===== config.mk =====
export PLATFORM = sky130hd
export DESIGN_NAME = cell_bist_engine
export DESIGN_NICKNAME = d
export VERILOG_FILES = /design/src/rtl/cell_bist_pkg.sv /design/src/rtl/bist_misr.sv /design/src/rtl/cell_bist_engine.sv
export SDC_FILE = /design/constraint.sdc
export NUM_CORES = 1
export LEC_CHECK = 0
export ABC_CLOCK_PERIOD_IN_PS = 5350
export CORE_AREA = 5 5 84 86
export CTS_CLUSTER_SIZE = 24
export DETAILED_ROUTE_END_ITERATION = 8
export DIE_AREA = 0 0 89 91
export HOLD_SLACK_MARGIN = 0.06
export PLACE_DENSITY_LB_ADDON = 0.15
export SYNTH_ARGS = -nofsm -noshare
export SYNTH_HDL_FRONTEND = slang
export SYNTH_SLANG_ARGS = --single-unit

===== constraint.sdc =====
create_clock -name CLK -period 5.35 [get_ports CLK]
set_clock_uncertainty 0.05 [all_clocks]
set_input_delay 1.07 -clock CLK [delete_from_list [all_inputs] [get_ports CLK]]
set_output_delay 1.07 -clock CLK [all_outputs]
set_load 0.01 [all_outputs]

===== src/rtl/cell_bist_pkg.sv =====
// Shared types and constants for the cell BIST engine: FSM states,
// MISR seed/tap definition and the single-step MISR update.
package cell_bist_pkg;

    typedef enum logic [1:0] {
        ST_IDLE  = 2'd0,
        ST_APPLY = 2'd1,
        ST_DRAIN = 2'd2,
        ST_DONE  = 2'd3
    } state_t;

    localparam int          SIG_W       = 16;
    localparam logic [15:0] MISR_SEED   = 16'hFFFF;
    localparam logic [15:0] MISR_TAPS   = 16'hB400;
    localparam int          MAX_CUT_LAT = 3;

    // Fibonacci step for x^16+x^14+x^13+x^11+1 with the response folded into the feedback.
    function automatic logic [SIG_W-1:0] misr_step(input logic [SIG_W-1:0] sig, input logic d);
        return {sig[SIG_W-2:0], (^(sig & MISR_TAPS)) ^ d};
    endfunction

endpackage


===== src/rtl/bist_misr.sv =====
// Signature register: seeded on init, advanced by one response bit when en is set.
// sig_next_o exposes the value being loaded so the pass compare can see the final update.
module bist_misr
    import cell_bist_pkg::*;
(
    input  logic             clk_i,
    input  logic             rst_i,
    input  logic             init_i,
    input  logic             en_i,
    input  logic             d_i,
    output logic [SIG_W-1:0] sig_o,
    output logic [SIG_W-1:0] sig_next_o
);

    logic [SIG_W-1:0] sig_q;
    logic [SIG_W-1:0] sig_d;

    // Next signature: init wins over a response update.
    always_comb begin
        sig_d = sig_q;
        if (init_i) begin
            sig_d = MISR_SEED;
        end else if (en_i) begin
            sig_d = misr_step(sig_q, d_i);
        end else begin
            sig_d = sig_q;
        end
    end

    // Signature state register.
    always_ff @(posedge clk_i or posedge rst_i) begin
        if (rst_i) begin
            sig_q <= MISR_SEED;
        end else begin
            sig_q <= sig_d;
        end
    end

    assign sig_o      = sig_q;
    assign sig_next_o = sig_d;

endmodule


===== src/rtl/cell_bist_engine.sv =====
// Exhaustive-pattern BIST for one library cell: walks cut_in over 2^n patterns,
// compacts the CUT response (delayed by CUT_LAT) into a MISR and flags pass/fail.
module cell_bist_engine
    import cell_bist_pkg::*;
#(
    parameter int N_IN    = 4,
    parameter int MISR_W  = 16,
    parameter int CUT_LAT = 0
) (
    input  logic              CLK,
    input  logic              RST,
    input  logic              start_i,
    input  logic              abort_i,
    input  logic [2:0]        n_inputs_i,
    input  logic [MISR_W-1:0] golden_i,
    output logic [N_IN-1:0]   cut_in_o,
    input  logic              cut_y_i,
    output logic              busy_o,
    output logic              done_o,
    output logic              pass_o,
    output logic [MISR_W-1:0] signature_o,
    output logic              cfg_err_o
);

    localparam logic [MAX_CUT_LAT:0] LAT_SEL  = {{MAX_CUT_LAT{1'b0}}, 1'b1} << CUT_LAT;
    localparam logic [1:0]           LAT_LAST = 2'(CUT_LAT - 1);

    state_t                 state_q, state_d;
    logic [N_IN-1:0]        cut_in_q, cut_in_d;
    logic [2:0]             n_q, n_d;
    logic [MISR_W-1:0]      golden_q, golden_d;
    logic                   busy_q, busy_d;
    logic                   done_q, done_d;
    logic                   pass_q, pass_d;
    logic                   cfg_err_q, cfg_err_d;
    logic [1:0]             lat_cnt_q, lat_cnt_d;
    logic [MAX_CUT_LAT-1:0] vpipe_q, vpipe_d;
    logic [MAX_CUT_LAT:0]   vtap_s;
    logic [N_IN-1:0]        pat_max_s;
    logic [MISR_W-1:0]      sig_s, sig_next_s;
    logic                   n_ok_s, push_s, flush_s, misr_init_s, misr_en_s;

    assign n_ok_s      = (n_inputs_i != 3'd0) && ({29'd0, n_inputs_i} <= 32'(N_IN));
    assign pat_max_s   = ~({N_IN{1'b1}} << n_q);
    assign flush_s     = abort_i && (state_q != ST_IDLE);
    assign push_s      = (state_q == ST_APPLY) && !abort_i;
    assign misr_init_s = (state_q == ST_IDLE) && start_i && n_ok_s;

    // Valid tokens ride a shift line; the tap at depth CUT_LAT marks a response to compact.
    assign vtap_s    = {vpipe_q, push_s};
    assign vpipe_d   = flush_s ? {MAX_CUT_LAT{1'b0}} : vtap_s[MAX_CUT_LAT-1:0];
    assign misr_en_s = (|(vtap_s & LAT_SEL)) && !flush_s;

    bist_misr u_misr (
        .clk_i      (CLK),
        .rst_i      (RST),
        .init_i     (misr_init_s),
        .en_i       (misr_en_s),
        .d_i        (cut_y_i),
        .sig_o      (sig_s),
        .sig_next_o (sig_next_s)
    );

    // Next-state and registered-output logic; abort overrides every running state.
    always_comb begin
        state_d   = state_q;
        cut_in_d  = cut_in_q;
        n_d       = n_q;
        golden_d  = golden_q;
        busy_d    = busy_q;
        done_d    = 1'b0;
        pass_d    = pass_q;
        cfg_err_d = 1'b0;
        lat_cnt_d = lat_cnt_q;
        if (flush_s) begin
            state_d   = ST_IDLE;
            cut_in_d  = {N_IN{1'b0}};
            busy_d    = 1'b0;
            pass_d    = 1'b0;
            lat_cnt_d = 2'd0;
        end else begin
            case (state_q)
                ST_IDLE: begin
                    if (start_i && n_ok_s) begin
                        state_d   = ST_APPLY;
                        cut_in_d  = {N_IN{1'b0}};
                        n_d       = n_inputs_i;
                        golden_d  = golden_i;
                        busy_d    = 1'b1;
                        pass_d    = 1'b0;
                        lat_cnt_d = 2'd0;
                    end else if (start_i) begin
                        cfg_err_d = 1'b1;
                    end else begin
                        state_d = ST_IDLE;
                    end
                end
                ST_APPLY: begin
                    if (cut_in_q == pat_max_s) begin
                        cut_in_d = {N_IN{1'b0}};
                        if (CUT_LAT > 0) begin
                            state_d = ST_DRAIN;
                        end else begin
                            state_d = ST_DONE;
                            busy_d  = 1'b0;
                            done_d  = 1'b1;
                            pass_d  = (sig_next_s == golden_q);
                        end
                    end else begin
                        cut_in_d = cut_in_q + {{(N_IN-1){1'b0}}, 1'b1};
                    end
                end
                ST_DRAIN: begin
                    if (lat_cnt_q == LAT_LAST) begin
                        state_d   = ST_DONE;
                        busy_d    = 1'b0;
                        done_d    = 1'b1;
                        pass_d    = (sig_next_s == golden_q);
                        lat_cnt_d = 2'd0;
                    end else begin
                        lat_cnt_d = lat_cnt_q + 2'd1;
                    end
                end
                ST_DONE: begin
                    state_d = ST_IDLE;
                    busy_d  = 1'b0;
                end
                default: begin
                    state_d = ST_IDLE;
                    busy_d  = 1'b0;
                end
            endcase
        end
    end

    // Control and output registers.
    always_ff @(posedge CLK or posedge RST) begin
        if (RST) begin
            state_q   <= ST_IDLE;
            cut_in_q  <= {N_IN{1'b0}};
            n_q       <= 3'd0;
            golden_q  <= {MISR_W{1'b0}};
            busy_q    <= 1'b0;
            done_q    <= 1'b0;
            pass_q    <= 1'b0;
            cfg_err_q <= 1'b0;
            lat_cnt_q <= 2'd0;
            vpipe_q   <= {MAX_CUT_LAT{1'b0}};
        end else begin
            state_q   <= state_d;
            cut_in_q  <= cut_in_d;
            n_q       <= n_d;
            golden_q  <= golden_d;
            busy_q    <= busy_d;
            done_q    <= done_d;
            pass_q    <= pass_d;
            cfg_err_q <= cfg_err_d;
            lat_cnt_q <= lat_cnt_d;
            vpipe_q   <= vpipe_d;
        end
    end

    assign cut_in_o    = cut_in_q;
    assign busy_o      = busy_q;
    assign done_o      = done_q;
    assign pass_o      = pass_q;
    assign signature_o = sig_s;
    assign cfg_err_o   = cfg_err_q;

endmodule


==> results_dict.tcl, run 1 <==
set metrics [dict create \
    gr-usage-all-layers_pct 18.17 \
    drive_above_1_share_pct 9.195 \
    setup_tns_ns 0 \
    yosysSeqAreaShare_pct 44.49 \
    ys_seq_elements 47 \
    grt_overflow 0 \
    yosysWarnings 0 \
    clockRootBuffer "clkbuf_8" \
    cts_setup_buffers 0 \
    layout_common_cells "nand2_1 (90), clkdlybuf4s50_1 (47), dfrtp_1 (31)" \
    fill_cells 587 \
    drt_iter0_drc 153 \
    htreeDepth 2 \
    syn2layout_area_growth_pct 24.38 \
    syn-num-nets 335 \
    syn_inst 305 \
    clkTransAtPathRegs_ns 0.09 \
    fin_nets 377 \
    ant_nets 0 \
    critPathKind "input port to flop" \
    die-area_um2 8099 \
    antenna_cells 0 \
    numClockSinks 47 \
    synth.distinct_cells 51 \
    fmax_mhz 263.2 \
    arrival_ns 3.96 \
    cp-end-kind "flop" \
    tritoncts "built" \
    slew_viol_final 0 \
    critPathLaunchType "input port" \
    cp_max_fo 21 \
    drt_first_pass_iters 4 \
    dp_cells 417 \
    worst_path_max_delay_cell "clkdlybuf4s50_1" \
    postSynthAreaPerCell_um2 8.816 \
    totalWireLength_um 6716 \
    finalSetupViolations 0 \
    synth_top_area_share_pct 28.85 \
    viasPerCell 5.421 \
    die_h_um 91 \
    pin_count 48 \
    cp_num_buf_inv 1 \
    final-instance-count-excl-fill 425 \
    final_core_util_pct 53.90 \
    core_area_um2 6205 \
    yosys.area.top_type "dfrtp_1" \
    gp_congestion 0.8811 \
    peakVddDrop_uv 214.5 \
    portBuffers 47 \
    drc 0 \
    critPathTopFamily "simple AND/OR/NAND/NOR gates" \
    worst_slew_pin_slew_ns 0.9378 \
    hold_viol_final 0 \
    layout_commonest_cell "nand2_1" \
    synth_edf_count 0 \
    grt_start_max_net_pins 48 \
    die_w_um 89 \
    cts_hold_buf 0 \
    rsz0062_at_grt "false" \
    max_cap_viol_count 0 \
    period_minus_slack_ns 3.799 \
    path_cells "clkdlybuf4s50_1 -> nand2b_1 -> a31oi_1 -> or4b_1 -> o211a_1 -> or4_4 -> o41ai_2" \
    post-route-period-util_pct 71.00 \
    p_per_area_nw_per_um2 476.7 \
    seq_area_um2 1196 \
    antenna_found_initial 0 \
    start_util_pct 43.34 \
    p_leak_nw 1.467 \
    dpl.hpwl_um 5060 \
    num_rows 29 \
    slew_headroom_pct 37.39 \
    grt_pass1_vias 2330 \
    required_ns 5.52 \
    max_stage_delay_ns 0.67 \
    synth_area_leaders "dfrtp_1 (29%), dfstp_2 (16%), nand2_1 (13%)" \
    vias 2304 \
    clk_latency_ns 0.31 \
    grt_pass1_wl_um 11590 \
    numCtsBuffers 5 \
    max-clock-path-buffers 2 \
    outcome "finished clean" \
    synthArstFlopShare_pct 100.0 \
    worst_hold_path_type "flop to flop" \
    cts_resized 0 \
    avgRoutedWirePerCell_um 15.80 \
    synth_ff_type "dfrtp_1" \
    multi_input_comb_area_um2 1393 \
    synth_area_um2 2689 \
]
cells by family after synthesis:
kind of cell    synth area share, %
flops                         44.49
mux                           5.677
simple gates                  25.27
compound gates                14.15
xor+xnor                      3.909
fa+ha+maj                     2.792
buf+inv                       3.723
synthesized netlist by cell type, drive strengths merged (3+ instances only):
cell	number
nand2	90
dfrtp	31
dfstp	16
o21ai	14
mux2i	13
clkbuf	11
nand3	11
a21oi	10
inv	10
nor2	8
xor2	7
ha	6
nand4	5
nor3	5
xnor2	5
nand3b	4
nor2b	4
o211ai	4
a31oi	3
buf	3
nand2b	3
o22ai	3
o31ai	3
or3	3
flip-flops by register name (all words and copies together), names as in the netlist, 2 cells and up:
name / count
cut_in_o: 4
golden_q: 16
lat_cnt_q: 2
n_q: 3
state_q: 2
u_misr.sig_o: 16
where the power goes:
| part | leakage (nW) | switching, mW | internal [mW] |
|---|---|---|---|
| combinational | 0.837 | 0.343 | 0.290 |
| clock | 0.0644 | 0.126 | 0.186 |
| sequential | 0.565 | 0.154 | 0.495 |
worst register-to-register path, stage by stage, from the launching register on:
cell      delay (ns)
dfrtp_1         0.39
inv_1           0.13
ha_1            0.47
and4_1          0.80
o311ai_0        0.28
o211a_1         0.16
or4_4           0.47
o41ai_2         0.27
layer usage:
metal / vias up / global-route usage [%] / wire length [um]
met4: 0 / 5.335 / 72
met3: 7 / 2.986 / 377
met1: 1091 / 27.56 / 3253
met2: 58 / 26.55 / 3013
met5: - / 0 / 0
li1: 1148 / - / -
cell type report:
type / instances / share of cell area (%)
tap: 77 / 2.881
sequential: 47 / 35.77
clock inverter: 3 / 2.020
clock buffer: 5 / 2.058
multi-input combinational: 234 / 41.64
inverter: 10 / 1.122
timing repair buffer: 49 / 14.52
per-stage QoR:
stage	power (mW)	area [um2]	setup WS [ns]	hold WS [ns]
floorplan	1.050	2689	2.078	0.4155
global placement	1.267	3208	1.361	0.4307
detailed placement	1.285	3208	1.277	0.4401
CTS	1.601	3344	1.600	0.4672
global route	1.719	3344	1.377	0.4967
finish	1.594	3344	1.551	0.4685
worst paths after layout:
kind	slack (ns)	end	from	depth (start not counted)
max in group asynchronous	3.43	busy_o	RST	2
min	0.47	pass_o	pass_o	2
max	1.55	pass_o	abort_i	7
min in group asynchronous	1.23	cut_in_o[2]	RST	2
max reg2reg	2.23	pass_o	state_q[0]	7
min reg2reg	0.47	pass_o	pass_o	2
No activity file was read; power rests on OpenSTA's default activity.
==> run 2, diff against run 1 <==
Settings changed: ABC_CLOCK_PERIOD_IN_PS 5350 to 3800.
Clock period 5.35 ns to 3.8 ns, I/O delays scaled along.
==> results_dict.tcl, run 2 (same netlist as run 1, synthesis figures left out) <==
set metrics [dict create \
    outcome "finished clean" \
    finalSetupViolations 0 \
    cp-end-kind "flop" \
    p_per_area_nw_per_um2 652.4 \
    fin_nets 382 \
    hold_depth 2 \
    max_cap_viol_count 0 \
    num_rows 29 \
    placed_area_um2 3246 \
    rsz0062_at_grt "false" \
    wl_met3_um 419 \
    grt_overflow 0 \
    die_h_um 91 \
    path_cells "clkdlybuf4s50_1 -> nor2b_1 -> buf_4 -> mux2i_1 -> o2bb2ai_1 -> a2111oi_0 -> o2111ai_1 -> o41ai_2" \
    final-instance-count-excl-fill 430 \
    pin_count 48 \
    max_stage_delay_ns 0.58 \
    cts_resized 0 \
    numClockSinks 47 \
    die_w_um 89 \
    reg2reg_depth 9 \
    viasPerCell 5.430 \
    tritoncts "built" \
    layout_common_cells "nand2_1 (90), clkdlybuf4s50_1 (47), dfrtp_1 (31)" \
    die-area_um2 8099 \
    cts_setup_buffers 0 \
    gr-usage-all-layers_pct 17.31 \
    period_minus_slack_ns 3.113 \
    portBuffers 47 \
    start_util_pct 43.34 \
    cp_num_buf_inv 2 \
    p_leak_nw 1.481 \
    worst_slew_pin_slew_ns 0.9772 \
    peakVddDrop_uv 308.8 \
    wl_met1_um 3245 \
    dr_wl_met2_um 2969 \
    ant_nets 0 \
    clk_latency_ns 0.31 \
    hold_viol_final 0 \
    antenna_cells 0 \
    cts_hold_buf 0 \
    avgRoutedWirePerCell_um 15.61 \
    fmax_mhz 321.3 \
    clkTransAtPathRegs_ns 0.09 \
    drt_iter0_drc 233 \
    grt_pass1_wl_um 11180 \
    numCtsBuffers 5 \
    final_core_util_pct 54.10 \
    core_area_um2 6205 \
    required_ns 3.96 \
    arrival_ns 3.27 \
    top_layer "met4" \
    totalWireLength_um 6713 \
    dpl.hpwl_um 4997 \
    drc 0 \
    multi_input_comb_area_um2 1393 \
    max-clock-path-buffers 2 \
    worst_hold_path_type "flop to flop" \
    grt_pass1_vias 2226 \
    critPathLaunchType "input port" \
    cp_max_fo 17 \
    slew_viol_final 0 \
    slew_headroom_pct 34.85 \
    final_area_um2 3357 \
    antenna_found_initial 0 \
    drive_above_1_share_pct 10.20 \
    crit_cells 8 \
    dp_cells 422 \
    gp_congestion 0.9437 \
    syn2layout_area_growth_pct 24.85 \
    drt_first_pass_iters 4 \
    setup_tns_ns 0 \
    post-route-period-util_pct 81.91 \
    critPathKind "input port to flop" \
    total_power_mw 2.190 \
    fill_cells 552 \
    clockRootBuffer "clkbuf_8" \
    critPathTopFamily "compound AO/OA/AOI/OAI gates" \
    seq_area_um2 1196 \
    worst_path_max_delay_cell "clkdlybuf4s50_1" \
    grt_start_max_net_pins 48 \
    layout_commonest_cell "nand2_1" \
    htreeDepth 2 \
    vias 2335 \
]
## run 2: cell count changes in the layout (fill, tap and decap cells not counted), sizes merged
cell,before,now
buf,2,7
bufinv,2,1
clkinv,0,1
clkinvlp,1,0
inv,10,11
## run 2: worst paths after layout
kind                             start          end  slack (ns)
max                            abort_i       pass_o        0.69
min                        golden_q[0]  golden_q[0]        0.45
max reg2reg                 state_q[1]       pass_o        0.86
min reg2reg                golden_q[0]  golden_q[0]        0.45
max in group asynchronous          RST       done_o        2.15
min in group asynchronous          RST  cut_in_o[2]        0.92
## run 2: where the power goes
group          internal (mW)  total [mW]  leakage [nW]  switching [mW]
sequential             0.697       0.912         0.565           0.216
clock                  0.196       0.375        0.0562           0.179
combinational          0.420       0.902         0.860           0.482
## run 2: tightest hold or removal path, stage by stage, from the launching register on
cell	delay [ns]
dfrtp_1	0.37
nand2_1	0.05
nand2_1	0.05
## run 2: per-stage QoR
step	setup WS [ns]	hold WS, ns
final	0.6873	0.4520
after global routing	0.4492	0.4978
after CTS	0.7003	0.4577
after detailed placement	0.3839	0.4347
after global placement	0.4165	0.4331
after floorplan	0.8384	0.4155
## run 2: cell type report
type | instances | share of cell area, %
clock buffers | 5 | 2.050
inverters | 10 | 1.118
multi-input cells | 234 | 41.48
flip-flops and latches | 47 | 35.63
well taps | 77 | 2.870
repair buffers | 54 | 15.58
clock inverters | 3 | 1.267
## run 2: layer usage
metal,track usage (%),vias to the layer above
met3,3.529,7
met1,26.09,1085
met4,4.963,0
met2,25.06,81
met5,0,-
li1,-,1162
